### config.mk
export PLATFORM = sky130hd
export DESIGN_NAME = blackparrot_fpga_host_byte_to_axil
export DESIGN_NICKNAME = d
export VERILOG_FILES = /design/src/rtl/blackparrot_fpga_host_pkg.sv /design/src/rtl/blackparrot_fpga_host_byte_sipo.sv /design/src/rtl/blackparrot_fpga_host_byte_to_axil.sv
export SDC_FILE = /design/constraint.sdc
export NUM_CORES = 1
export LEC_CHECK = 0
export CAP_MARGIN = 20
export CELL_PAD_IN_SITES_DETAIL_PLACEMENT = 1
export CELL_PAD_IN_SITES_GLOBAL_PLACEMENT = 1
export CORE_MARGIN = 1
export CORE_UTILIZATION = 36
export CTS_CLUSTER_DIAMETER = 200
export DETAILED_ROUTE_END_ITERATION = 12
export GPL_ROUTABILITY_DRIVEN = 0
export GPL_TIMING_DRIVEN = 0
export PLACE_DENSITY_LB_ADDON = 0.1
export SYNTH_ARGS = -nofsm -noshare
export SYNTH_HDL_FRONTEND = slang
export SYNTH_HIERARCHICAL = 1
export SYNTH_SLANG_ARGS = --single-unit
### constraint.sdc
create_clock -name m_axil_aclk -period 3.95 [get_ports m_axil_aclk]
set_input_delay 0.79 -clock m_axil_aclk [delete_from_list [all_inputs] [get_ports m_axil_aclk]]
set_output_delay 0.79 -clock m_axil_aclk [all_outputs]
set_load 0.005 [all_outputs]
### src/rtl/blackparrot_fpga_host_pkg.sv
// Shared constants and FSM state type for the FPGA host byte-to-AXIL command bridge.
// BLACKPARROT_FPGA_HOST_CMD_CHECKSUM_EN adds a trailing XOR checksum byte to each command.
package blackparrot_fpga_host_pkg;

    localparam logic [7:0] OpWrite       = 8'h01;
    localparam logic [7:0] OpRead        = 8'h02;
    localparam logic [7:0] StatusUnknown = 8'hFF;
    localparam logic [7:0] StatusCsumErr = 8'hEE;

    localparam int unsigned AddrBytes = 4;
    localparam int unsigned DataBytes = 4;

    typedef enum logic [3:0] {
        StIdle,
        StAddr,
        StData,
`ifdef BLACKPARROT_FPGA_HOST_CMD_CHECKSUM_EN
        StCsum,
`endif
        StWrite,
        StBwait,
        StRead,
        StRwait,
        StRdata,
        StStatus
    } state_e;

endpackage

### src/rtl/blackparrot_fpga_host_byte_sipo.sv
// Little-endian byte shift-in register: the first byte shifted lands in the LSB.
// done_o pulses alongside the shift of the final byte.
module blackparrot_fpga_host_byte_sipo
    import blackparrot_fpga_host_pkg::*;
#(
    parameter int unsigned NumBytes = AddrBytes
) (
    input  logic                    clk_i,
    input  logic                    rst_ni,
    input  logic                    clr_i,
    input  logic                    shift_i,
    input  logic [7:0]              byte_i,
    output logic [8*NumBytes-1:0]   data_o,
    output logic                    done_o
);

    localparam int unsigned CntW = (NumBytes > 1) ? $clog2(NumBytes) : 1;

    logic [8*NumBytes-1:0] data_d, data_q;
    logic [CntW-1:0]       cnt_d, cnt_q;

    assign done_o = shift_i && (cnt_q == CntW'(NumBytes - 1));
    assign data_o = data_q;

    always_comb begin
        data_d = data_q;
        cnt_d  = cnt_q;
        if (clr_i) begin
            cnt_d = '0;
        end else if (shift_i) begin
            data_d = {byte_i, data_q[8*NumBytes-1:8]};
            cnt_d  = done_o ? '0 : cnt_q + CntW'(1);
        end
    end

    always_ff @(posedge clk_i or negedge rst_ni) begin
        if (!rst_ni) begin
            data_q <= '0;
            cnt_q  <= '0;
        end else begin
            data_q <= data_d;
            cnt_q  <= cnt_d;
        end
    end

endmodule

### src/rtl/blackparrot_fpga_host_byte_to_axil.sv
// Parses host command bytes into single AXI4-Lite transactions and streams back data/status.
// BLACKPARROT_FPGA_HOST_CMD_CHECKSUM_EN enables the trailing XOR checksum byte check.
module blackparrot_fpga_host_byte_to_axil
    import blackparrot_fpga_host_pkg::*;
#(
    parameter int unsigned M_AXIL_ADDR_WIDTH = 64,
    parameter int unsigned M_AXIL_DATA_WIDTH = 32
) (
    input  logic                           m_axil_aclk,
    input  logic                           m_axil_aresetn,

    input  logic                           cmd_v_i,
    input  logic [7:0]                     cmd_data_i,
    output logic                           cmd_ready_and_o,

    output logic                           resp_v_o,
    output logic [7:0]                     resp_data_o,
    input  logic                           resp_ready_and_i,

    output logic [M_AXIL_ADDR_WIDTH-1:0]   m_axil_awaddr,
    output logic                           m_axil_awvalid,
    input  logic                           m_axil_awready,
    output logic [2:0]                     m_axil_awprot,

    output logic [M_AXIL_DATA_WIDTH-1:0]   m_axil_wdata,
    output logic                           m_axil_wvalid,
    input  logic                           m_axil_wready,
    output logic [M_AXIL_DATA_WIDTH/8-1:0] m_axil_wstrb,

    input  logic                           m_axil_bvalid,
    output logic                           m_axil_bready,
    input  logic [1:0]                     m_axil_bresp,

    output logic [M_AXIL_ADDR_WIDTH-1:0]   m_axil_araddr,
    output logic                           m_axil_arvalid,
    input  logic                           m_axil_arready,
    output logic [2:0]                     m_axil_arprot,

    input  logic [M_AXIL_DATA_WIDTH-1:0]   m_axil_rdata,
    input  logic                           m_axil_rvalid,
    output logic                           m_axil_rready,
    input  logic [1:0]                     m_axil_rresp
);

    state_e      state_d, state_q;
    logic        is_write_d, is_write_q;
    logic        aw_done_d, aw_done_q;
    logic        w_done_d, w_done_q;
    logic [7:0]  status_d, status_q;
    logic [31:0] rdata_d, rdata_q;
    logic [1:0]  rd_cnt_d, rd_cnt_q;
    logic [1:0]  rd_byte_idx;
    logic        cmd_ready_d, cmd_ready_q;
    logic        resp_v_d, resp_v_q;
    logic [7:0]  resp_data_d, resp_data_q;
    logic        awvalid_d, awvalid_q;
    logic        wvalid_d, wvalid_q;
    logic        bready_d, bready_q;
    logic        arvalid_d, arvalid_q;
    logic        rready_d, rready_q;
`ifdef BLACKPARROT_FPGA_HOST_CMD_CHECKSUM_EN
    logic [7:0]  csum_d, csum_q;
`endif

    logic        cmd_hs, resp_hs;
    logic        aw_hs, w_hs;
    logic        addr_done, data_done;
    logic [31:0] addr_w, data_w;

    assign cmd_hs  = cmd_v_i && cmd_ready_q;
    assign resp_hs = resp_v_q && resp_ready_and_i;
    assign aw_hs   = awvalid_q && m_axil_awready;
    assign w_hs    = wvalid_q && m_axil_wready;
    assign rd_byte_idx = rd_cnt_q + 2'd1;

    blackparrot_fpga_host_byte_sipo #(
        .NumBytes (AddrBytes)
    ) u_addr_sipo (
        .clk_i   (m_axil_aclk),
        .rst_ni  (m_axil_aresetn),
        .clr_i   (state_q == StIdle),
        .shift_i (cmd_hs && (state_q == StAddr)),
        .byte_i  (cmd_data_i),
        .data_o  (addr_w),
        .done_o  (addr_done)
    );

    blackparrot_fpga_host_byte_sipo #(
        .NumBytes (DataBytes)
    ) u_data_sipo (
        .clk_i   (m_axil_aclk),
        .rst_ni  (m_axil_aresetn),
        .clr_i   (state_q == StIdle),
        .shift_i (cmd_hs && (state_q == StData)),
        .byte_i  (cmd_data_i),
        .data_o  (data_w),
        .done_o  (data_done)
    );

    always_comb begin
        m_axil_awaddr       = '0;
        m_axil_awaddr[31:0] = addr_w;
        m_axil_araddr       = '0;
        m_axil_araddr[31:0] = addr_w;
    end

    assign m_axil_wdata    = data_w;
    assign m_axil_wstrb    = '1;
    assign m_axil_awprot   = 3'b000;
    assign m_axil_arprot   = 3'b000;
    assign m_axil_awvalid  = awvalid_q;
    assign m_axil_wvalid   = wvalid_q;
    assign m_axil_bready   = bready_q;
    assign m_axil_arvalid  = arvalid_q;
    assign m_axil_rready   = rready_q;
    assign cmd_ready_and_o = cmd_ready_q;
    assign resp_v_o        = resp_v_q;
    assign resp_data_o     = resp_data_q;

    always_comb begin
        state_d     = state_q;
        is_write_d  = is_write_q;
        aw_done_d   = aw_done_q;
        w_done_d    = w_done_q;
        status_d    = status_q;
        rdata_d     = rdata_q;
        rd_cnt_d    = rd_cnt_q;
        cmd_ready_d = cmd_ready_q;
        resp_v_d    = resp_v_q;
        resp_data_d = resp_data_q;
        awvalid_d   = awvalid_q;
        wvalid_d    = wvalid_q;
        bready_d    = bready_q;
        arvalid_d   = arvalid_q;
        rready_d    = rready_q;
`ifdef BLACKPARROT_FPGA_HOST_CMD_CHECKSUM_EN
        csum_d      = csum_q;
`endif

        unique case (state_q)
            StIdle: begin
                if (cmd_hs) begin
`ifdef BLACKPARROT_FPGA_HOST_CMD_CHECKSUM_EN
                    csum_d = cmd_data_i;
`endif
                    if (cmd_data_i == OpWrite || cmd_data_i == OpRead) begin
                        state_d    = StAddr;
                        is_write_d = (cmd_data_i == OpWrite);
                    end else begin
                        state_d     = StStatus;
                        status_d    = StatusUnknown;
                        cmd_ready_d = 1'b0;
                        resp_v_d    = 1'b1;
                        resp_data_d = StatusUnknown;
                    end
                end
            end
            StAddr: begin
                if (cmd_hs) begin
`ifdef BLACKPARROT_FPGA_HOST_CMD_CHECKSUM_EN
                    csum_d = csum_q ^ cmd_data_i;
                    if (addr_done) begin
                        state_d = is_write_q ? StData : StCsum;
                    end
`else
                    if (addr_done && is_write_q) begin
                        state_d = StData;
                    end else if (addr_done) begin
                        state_d     = StRead;
                        cmd_ready_d = 1'b0;
                        arvalid_d   = 1'b1;
                    end
`endif
                end
            end
            StData: begin
                if (cmd_hs) begin
`ifdef BLACKPARROT_FPGA_HOST_CMD_CHECKSUM_EN
                    csum_d = csum_q ^ cmd_data_i;
                    if (data_done) begin
                        state_d = StCsum;
                    end
`else
                    if (data_done) begin
                        state_d     = StWrite;
                        cmd_ready_d = 1'b0;
                        awvalid_d   = 1'b1;
                        wvalid_d    = 1'b1;
                        aw_done_d   = 1'b0;
                        w_done_d    = 1'b0;
                    end
`endif
                end
            end
`ifdef BLACKPARROT_FPGA_HOST_CMD_CHECKSUM_EN
            StCsum: begin
                if (cmd_hs) begin
                    cmd_ready_d = 1'b0;
                    if (cmd_data_i != csum_q) begin
                        state_d     = StStatus;
                        status_d    = StatusCsumErr;
                        resp_v_d    = 1'b1;
                        resp_data_d = StatusCsumErr;
                    end else if (is_write_q) begin
                        state_d   = StWrite;
                        awvalid_d = 1'b1;
                        wvalid_d  = 1'b1;
                        aw_done_d = 1'b0;
                        w_done_d  = 1'b0;
                    end else begin
                        state_d   = StRead;
                        arvalid_d = 1'b1;
                    end
                end
            end
`endif
            StWrite: begin
                // AW and W complete independently; leave only once both have handshaken.
                if (aw_hs) begin
                    awvalid_d = 1'b0;
                    aw_done_d = 1'b1;
                end
                if (w_hs) begin
                    wvalid_d = 1'b0;
                    w_done_d = 1'b1;
                end
                if ((aw_done_q || aw_hs) && (w_done_q || w_hs)) begin
                    state_d  = StBwait;
                    bready_d = 1'b1;
                end
            end
            StBwait: begin
                if (bready_q && m_axil_bvalid) begin
                    state_d     = StStatus;
                    bready_d    = 1'b0;
                    status_d    = {6'b0, m_axil_bresp};
                    resp_v_d    = 1'b1;
                    resp_data_d = {6'b0, m_axil_bresp};
                end
            end
            StRead: begin
                if (arvalid_q && m_axil_arready) begin
                    state_d   = StRwait;
                    arvalid_d = 1'b0;
                    rready_d  = 1'b1;
                end
            end
            StRwait: begin
                if (rready_q && m_axil_rvalid) begin
                    state_d     = StRdata;
                    rready_d    = 1'b0;
                    rdata_d     = m_axil_rdata[31:0];
                    status_d    = {6'b0, m_axil_rresp};
                    rd_cnt_d    = 2'd0;
                    resp_v_d    = 1'b1;
                    resp_data_d = m_axil_rdata[7:0];
                end
            end
            StRdata: begin
                if (resp_hs) begin
                    if (rd_cnt_q == 2'd3) begin
                        state_d     = StStatus;
                        resp_data_d = status_q;
                    end else begin
                        rd_cnt_d    = rd_byte_idx;
                        resp_data_d = rdata_q[{rd_byte_idx, 3'b000} +: 8];
                    end
                end
            end
            StStatus: begin
                if (resp_hs) begin
                    state_d     = StIdle;
                    resp_v_d    = 1'b0;
                    resp_data_d = 8'h00;
                    cmd_ready_d = 1'b1;
                end
            end
            default: begin
                state_d     = StIdle;
                cmd_ready_d = 1'b1;
                resp_v_d    = 1'b0;
                awvalid_d   = 1'b0;
                wvalid_d    = 1'b0;
                bready_d    = 1'b0;
                arvalid_d   = 1'b0;
                rready_d    = 1'b0;
            end
        endcase
    end

    always_ff @(posedge m_axil_aclk or negedge m_axil_aresetn) begin
        if (!m_axil_aresetn) begin
            state_q     <= StIdle;
            is_write_q  <= 1'b0;
            aw_done_q   <= 1'b0;
            w_done_q    <= 1'b0;
            status_q    <= 8'h00;
            rdata_q     <= 32'h0;
            rd_cnt_q    <= 2'd0;
            cmd_ready_q <= 1'b1;
            resp_v_q    <= 1'b0;
            resp_data_q <= 8'h00;
            awvalid_q   <= 1'b0;
            wvalid_q    <= 1'b0;
            bready_q    <= 1'b0;
            arvalid_q   <= 1'b0;
            rready_q    <= 1'b0;
`ifdef BLACKPARROT_FPGA_HOST_CMD_CHECKSUM_EN
            csum_q      <= 8'h00;
`endif
        end else begin
            state_q     <= state_d;
            is_write_q  <= is_write_d;
            aw_done_q   <= aw_done_d;
            w_done_q    <= w_done_d;
            status_q    <= status_d;
            rdata_q     <= rdata_d;
            rd_cnt_q    <= rd_cnt_d;
            cmd_ready_q <= cmd_ready_d;
            resp_v_q    <= resp_v_d;
            resp_data_q <= resp_data_d;
            awvalid_q   <= awvalid_d;
            wvalid_q    <= wvalid_d;
            bready_q    <= bready_d;
            arvalid_q   <= arvalid_d;
            rready_q    <= rready_d;
`ifdef BLACKPARROT_FPGA_HOST_CMD_CHECKSUM_EN
            csum_q      <= csum_d;
`endif
        end
    end

endmodule
[Yosys cells after proc, flatten, opt, wreduce, memory -nomap -nowiden]
Cells that the tools add are included.
Widths: inputs -> output; s select.
Cells by class
  multiplexer cells: 71
  bitwise gates (word level): 7
  shifts and indexed selects: 1
  reduce and logical (&&, ||, !) cells: 46
  $add $sub $neg: 3
  eq/ne operators: 31
Operator list (count)
  $mux 8: 8
  $mux 4: 14
  $pmux 8 s5: 1
  $pmux 4 s9: 1
  $ne 2x2->1 const B: 16
  $shiftx 32x6->8: 1
  $reduce_or 7->1: 4
  $mux 1: 27
  $pmux 8 s3: 1
  $reduce_and 4->1: 5
  $mux 2: 9
  $eq 4x3->1 const B: 4
  $pmux 1 s3: 5
  $logic_and 1x1->1: 13
  $reduce_and 12->1: 1
  $pmux 1 s5: 2
  $reduce_and 5->1: 2
  $reduce_or 5->1: 2
  $reduce_and 3->1: 3
  $reduce_and 9->1: 1
  $eq 4x2->1 const B: 2
  $eq 8x1->1 const B: 1
  $eq 8x2->1 const B: 1
  $reduce_bool 2->1: 4
  16 further kinds: 31
Storage, ports and cells
  input bits: 53
  flip-flop bits (word level): 132
  logic and storage cells: 178

[Depth between registers and ports, before layout]
Gate-level depths: netlist of the first run.
  depth in word-level cells: 7
  gate-level depth with buffers: 10

[By module]
The synthesis of the first run kept the hierarchy.
By module, submodules not included
  blackparrot_fpga_host_byte_to_axil: area an instance 3997.6 um^2, instances 1, sequential area each 1477.7 um^2, cells an instance 403
  blackparrot_fpga_host_byte_sipo: area an instance 1461.4 um^2, instances 2, sequential area each 850.8 um^2, cells an instance 78

[Worst setup path after synthesis of the first run]
No wires, ideal clock.
  path type: in2reg
  from: in cmd_v_i
  to: reg state_q[0]
  stages on the path: 8
  data arrival time: 2.850 ns
  buffers on the path: 0
  library setup time: 0.125 ns
  slack: 0.975 ns
  cells stage by stage: nand2_1 > nor4_1 > and2_1 > inv_1 > a221oi_1 > o21ai_0 > nor4_4 > mux2_2
On the way
  elaborated cells on any way between the ends: 15
  classes of those cells: 5 x eq/ne; 3 x mux; 7 x reduce/logical
RTL lines
  start, declared: line blackparrot_fpga_host_byte_to_axil.sv:12  | input logic cmd_v_i,
  $logic_and 1x1->1: line blackparrot_fpga_host_byte_to_axil.sv:70  | assign cmd_hs = cmd_v_i && cmd_ready_q;
  $logic_and 1x1->1: line blackparrot_fpga_host_byte_to_axil.sv:94  | .shift_i (cmd_hs && (state_q == StData)),
  $logic_and 1x1->1: line blackparrot_fpga_host_byte_sipo.sv:22  | assign done_o = shift_i && (cnt_q == CntW'(NumBytes - 1));
  named net data_done: line blackparrot_fpga_host_byte_to_axil.sv:67  | logic addr_done, data_done;
  $ne 2x1->1 (no line)
  $reduce_and 12->1 (no line)
  end signal, assigned: line blackparrot_fpga_host_byte_to_axil.sv:293  | state_q <= StIdle;
  end signal, assigned: line blackparrot_fpga_host_byte_to_axil.sv:312  | state_q <= state_d;
  end, declared: line blackparrot_fpga_host_byte_to_axil.sv:45  | state_e state_d, state_q;
The timed path passes the listed nets, and every way through them passes these cells. The select of a mux whose other input is x is not followed.
A chain may end at the register's enable or synchronous reset.

[Worst setup path in the final report of the first run]
Ends and elaborated chain as after synthesis.

==> impl_results.md, run 1 <==
* Die ar. at around 20,000 um2
* Worst Max-Slew Pin Slew at 0.9687 ns
* Max cap viols at 0
* Syn. warnings at 6
* Largest net degree at the start of global routing at 70
* Initial Util at 36.87%
* Setup Viol. Count Final at 0
* # resized after CTS at 0
* Post-synth top area share at 45.56%
* Number of I/O port buffers at 163
* CTS tree: built
* Post-DR wirelength/cell at around 17 um
* Commonest non-fill, non-tap cell in the layout: clkdlybuf4s50_1
* Area grow syn2layout at 40.16%
* Crit-path max cell delay at 0.55 ns
* Setup TNS at 0 ns
* Post-place setup slack at 0.05288 ns
* Vias in the first global route at about 5,300
* Mean post-synth cell area at approximately 12 um2
* Crit Path Category: input pin to flip-flop
* CTS Root Cell: clkbuf_16
* Status: finished, final reports clean
* Post-Layout Cell Count at 1,061
* Routed vias/inst at 4.656
* Cells along the critical path: clkdlybuf4s50_1, nand2_1, nor4_1, buf_2, and2_1, inv_1, a221oi_1, o21ai_0, nor4_4, mux2_2
* Mapped cell area at 6920 um2
* WP data arrival at 3.79 ns
* Met2 Use GR at 32.84%
* Starting DRT DRC Count at between 200 and 250
* CP endpoint kind: flip-flop
* Max FO, Critical Path at 6
* Final setup margin at roughly 0.45 ns
* Share of cells above drive strength 1 at 33.13%
* Slew headroom at between 30% and 40%
* Antenna violations before repair at 0
* Leak at between 4 and 5 nW
* DP Cell Count at between 1,000 and 1,500
* Row cnt at 50
* Top Usage Layer GRT: met2
* Distinct cell type count after synthesis at 58
* Post-synthesis sequential area ratio at approximately 46%
* CP startpoint kind: input pin
* Most used DFF post-synth: dfrtp_1
* Worst vdd ir at 0.3051 mV
* Fin. max-slew vios at 0
* Min Tclk post-route at about 3.5 ns
* Worst Path Required at 4.25 ns
* Global routing met1 resource utilization at 23.61%
* Hold WC Path Type: input pin to asynchronous set/reset pin
* # hold bufs at CTS at 0
* Synth top area cells: dfrtp_1 (46%), mux2_4 (13%), buf_4 (12%)
* FFs w/ async S/R, synth at 100.0%
* P per Cell Area at 301.6 nW/um2
* Fillers at 2,021
* Critical-path top delay cell: clkdlybuf4s50_1
* Max frequency at 0.2861 GHz
* Storage cell area at 3179 um2
* Worst hold margin at 0.3458 ns
* Cell taking the most area after synthesis: dfrtp_1
* Fin. Hold Viols at 0
* Antenna Cells at 0
* H-tree depth at 4
* RSZ-0062 raised after global routing: false
* Fin nets at about 870
* Clock Tree Buf Depth at 2
* I/O pin count at between 200 and 250
* EDFF count, synth at 0
* Overflow after GRT at 0
* CTS Sinks at 127
* # Post-CTS Setup Buffers at 0
* Gate Count Post-Synth at 559
* # DRC at 0
* Met3 usage at 3.567%
* Crit share post-route at 88.50%
* Total core area at ~19,000 um2
* Seq cells post-synth at about 130
* Final ANT Viol Nets at 0
* DP Wirelength at 13.48 mm
* Clock slew at reported path FFs at roughly 0.05 ns
* TritonCTS buffer count at 17
* Global-route wire length before repair at about 29 mm
* Initial DRT Pass Iterations at 5
* Die height at 140.7 um
* All-layer global routing usage at 18.86%
* Chip width at around 140 um
* Worst Skew at 0.005939 ns
* Worst skew pair latency at 0.42 ns
* Vias at 4,940
* Commonest non-fill, non-tap cells in the layout: clkdlybuf4s50_1 (162), dfrtp_1 (126), buf_4 (107)
* DRT Wirelength at 18.07 mm
* Multi-input logic area at about 3000 um2
cell type report:
| type | instances | area share [%] |
|---|---|---|
| Buffer | 132 | 10.71 |
| Clock buffer | 21 | 4.747 |
| Multi-Input combinational cell | 365 | 30.38 |
| Tap cell | 234 | 3.019 |
| Timing Repair Buffer | 165 | 17.17 |
| Clock inverter | 10 | 0.9288 |
| Inverter | 7 | 0.2709 |
| Sequential cell | 127 | 32.78 |
worst max-delay path, delay by kind of cell:
kind                   cells  cell delay, ns
AND/OR/NAND/NOR            4            1.17
buffers and inverters      3            0.86
AO/OA/AOI/OAI              2            0.59
multiplexers               1            0.38
kinds of logic after synthesis:
logic type	after synthesis	synth area share [%]
mux	115	22.83
simple gates	92	7.232
fa+ha+maj	3	0.5425
flops	127	45.94
xor+xnor	1	0.1266
other cells	2	0.1085
buf+inv	139	15.39
compound gates	80	7.829
metal layers:
layer / routed length (um) / vias to the layer above
met3: 777 / 18
li1: - / 2305
met1: 7759 / 2463
met4: 214 / 0
met2: 9318 / 154
met5: 0 / -
power breakdown:
part           switching [mW]  internal [mW]  leakage, nW  total [mW]
logic                  0.0727         0.0967         2.58       0.169
clock network           0.565          0.889        0.253        1.45
registers                   0           1.30         1.72        1.30
total                   0.637           2.29         4.55        2.93
final timing paths:
path | from | end | slack (ns) | cells past startpoint
max | cmd_v_i | state_q[0] | 0.45 | 10
min | m_axil_aresetn | u_data_sipo/data_o[14] | 0.35 | 1
max reg2reg | state_q[1] | state_q[0] | 0.49 | 10
min reg2reg | rdata_q[22] | rdata_q[22] | 0.48 | 1
max in group asynchronous | m_axil_aresetn | cmd_ready_and_o | 2.83 | 2
min in group m_axil_aclk | rdata_q[22] | rdata_q[22] | 0.48 | 1
registers in the layout, summed over array words and instances, names as in the netlist, 2 cells and up:
register and cells:
resp_data_o 8, state_q 4, u_addr_sipo/cnt_q 2, u_addr_sipo/data_o 32, u_data_sipo/cnt_q 2, rd_cnt_q 2, rdata_q 32, u_data_sipo/data_o 32
status_q 3
stage by stage:
stage               utilization, %  area, um2  power [mW]
finish                       51.68       9699       2.925
global route                 51.68       9699       3.033
CTS                          51.68       9699       2.966
detailed placement           48.75       9149       1.492
global placement             48.57       9115       1.488
floorplan                        -       7191       1.399
synth_stat cells (6+ instances only):
cell type  instances
clkbuf_1           6
nor2_1            25
nand2_1           25
dfrtp_1          126
mux4_2             6
o21ai_0           20
mux2_4            60
mux2_2            42
a31oi_1           11
mux2i_1            6
a22oi_1            7
nand3_1            7
buf_4            107
inv_1              7
a21oi_1           15
buf_12             6
No activity file was read; power rests on OpenSTA's default activity.
==> run 2: changes to the inputs <==
Clock period 3.95 ns to 3.36 ns, I/O delays scaled along.
==> run 2 against run 1 <==
Routed wire length fell by 0.45%. Largest power group unchanged. Die area did not move. Highest routed layer unchanged. Sequential power rose by 18%. Power rose by 18%. Count of clock-buffer cells in the layout did not move. Cell count barely moved. Utilization rose by 0.16 points. Via count fell by 0.16%. Worst hold slack got worse by 0.12 ns.
==> impl_results.md, run 2 (same netlist as run 1, synthesis figures left out) <==
* Status: finished, final reports clean
* TritonCTS buffer count at 17 (unchanged)
* Die height at 140.7 um (unchanged)
* CP startpoint kind: input pin
* Die ar. at 19,780 um2 (unchanged)
* Worst Skew at 0.005881 ns (-0.00005845 ns)
* Seq pwr share at 44.5% (about the same)
* Number of I/O port buffers at 163 (unchanged)
* Antenna violations before repair at 0 (unchanged)
* Fin. Hold Viols at 0 (unchanged)
* DRT Wirelength at 17.99 mm (-0.45%)
* Antenna Cells at 0 (unchanged)
* H-tree depth at 4 (unchanged)
* Logic gate share of total power at 5.8% (about the same)
* Global-route wire length before repair at 28.86 mm (about the same)
* Worst hold margin at 0.2278 ns (-0.1180 ns)
* Reg-to-reg setup timing slack at 0.33 ns (-0.16 ns)
* Max frequency at 0.3161 GHz
* Total core area at 18,770 um2 (unchanged)
* Max FO, Critical Path at 6 (unchanged)
* Area grow syn2layout at 40.59%
* Slew headroom at 35.06% (+0.13 points)
* Post-DR wirelength/cell at 16.97 um (-0.35%)
* Fin nets at 870 (-0.11%)
* Largest net degree at the start of global routing at 70 (unchanged)
* Vias at 4,932 (-0.16%)
* Clock Tree Buf Depth at 2 (unchanged)
* Fillers at 2,017 (-0.20%)
* Worst Max-Slew Pin Slew at 0.9668 ns (-0.001887 ns)
* Max cap viols at 0 (unchanged)
* CTS Root Cell: clkbuf_16
* Min Tclk post-route at roughly 3.2 ns
* Overflow after GRT at 0 (unchanged)
* Initial DRT Pass Iterations at 4 (-1)
* CTS tree: built
* Starting DRT DRC Count at 206 (-4.6%)
* Final ANT Viol Nets at 0 (unchanged)
* CTS Sinks at 127 (unchanged)
* Leak at 4.555 nW (about the same)
* P per Cell Area at 353.5 nW/um2 (+17%)
* # DRC at 0 (unchanged)
* Chip width at 140.7 um (unchanged)
* Commonest non-fill, non-tap cells in the layout: clkdlybuf4s50_1 (162), dfrtp_1 (126), buf_4 (108)
* CP endpoint kind: flip-flop
* Fin. max-slew vios at 0 (unchanged)
* Hold WC Path Type: input pin to asynchronous set/reset pin
* Worst Path Required at 3.66 ns (-0.59 ns)
* DP Wirelength at 13.48 mm (unchanged)
* RSZ-0062 raised after global routing: false
* All-layer global routing usage at 18.84% (-0.022 points)
* Worst vdd ir at 0.3589 mV (+18%)
* NetSw at 0.7499 mW (+18%)
* Initial Util at 36.87% (unchanged)
* Sw Share at 21.80% (about the same)
* WP data arrival at 3.46 ns (-0.33 ns)
* Share of cells above drive strength 1 at 33.54% (+0.40 points)
* Storage cell area at 3179 um2 (unchanged)
* Crit Path Category: input pin to flip-flop
* I/O pin count at 238 (unchanged)
* Power Total at 3.439 mW (+18%)
* Worst skew pair latency at 0.42 ns (about the same)
* Vias in the first global route at 5,273 (+0.057%)
* Crit share post-route at between 90% and 100%
* Multi-input logic area at 2977 um2 (+1.0%)
* Pint at 2.690 mW (+18%)
* # hold bufs at CTS at 0 (unchanged)
* Routed vias/inst at 4.653 (about the same)
* Setup Viol. Count Final at 0 (unchanged)
* Commonest non-fill, non-tap cell in the layout: clkdlybuf4s50_1
* Clock slew at reported path FFs at 0.05 ns (about the same)
* Clk pwr share at 49.7% (about the same)
* Row cnt at 50 (unchanged)
[run 2: cell count changes in the layout (fill, tap and decap cells not counted), sizes merged]
cell    change
buf         +1
clkbuf      -2
[run 2: final cells by class]
class	count	share of cell area [%]
Tap cell	234	3.009
Clock inverter	10	0.9259
Buffer	130	10.60
Timing Repair Buffer	166	17.19
Inverter	7	0.2701
Multi-Input combinational cell	365	30.59
Sequential cell	127	32.68
Clock buffer	21	4.733
[run 2: what timing repair did]
| action | CTS | global route |
|---|---|---|
| buffers inserted | 0 | 1 |
| pin swaps | 0 | 1 |
| setup endpoints to repair | 2 | 3 |
| gates resized for setup | 2 | 2 |
[run 2: metal layers]
layer	global-route usage [%]	part of all wire [%]	wire length [um]
met5	0	0	0
met4	6.007	1.1	199
met3	3.567	4.3	770
met2	32.78	51	9264
met1	23.59	43	7754
[run 2: worst max-delay path, stage by stage]
cell and delay (ns):
clkdlybuf4s50_1 0.55, nand2_1 0.22, nor4_4 0.24, buf_2 0.22, and2_1 0.23, inv_1 0.06, a221oi_1 0.35, o21ai_0 0.23
nor4_4 0.31, mux2_2 0.38
[run 2: power by group through the flow]
| stage | sequential [mW] | combinational [mW] | clock (mW) |
|---|---|---|---|
| after floorplan | 1.56 | 0.0864 | 0 |
| after global placement | 1.56 | 0.191 | 0 |
| after detailed placement | 1.56 | 0.197 | 0 |
| after CTS | 1.53 | 0.197 | 1.76 |
| after global routing | 1.53 | 0.220 | 1.82 |
| final | 1.53 | 0.199 | 1.71 |
[run 2: final timing paths]
path / from / to / cells after the start
max in group asynchronous: m_axil_aresetn / cmd_ready_and_o / 2
setup / recovery: cmd_v_i / state_q[0] / 10
min in group m_axil_aclk: rdata_q[22] / rdata_q[22] / 1
setup reg to reg: state_q[1] / state_q[0] / 10
hold / removal: m_axil_aresetn / u_data_sipo/data_o[14] / 1
hold reg to reg: rdata_q[22] / rdata_q[22] / 1
[run 2: metrics by stage]
stage	cells	worst slack [ns]	utilization [%]	instance area [um2]	TNS [ns]
floorplan	631	0.4314	-	7191	0
global placement	1028	-3.397	48.57	9115	-432.23
detailed placement	1030	-0.4191	48.75	9149	-1.604
CTS	1061	0.02701	51.75	9712	0
global route	1060	0.02399	51.84	9729	0
finish	1060	0.1969	51.84	9729	0
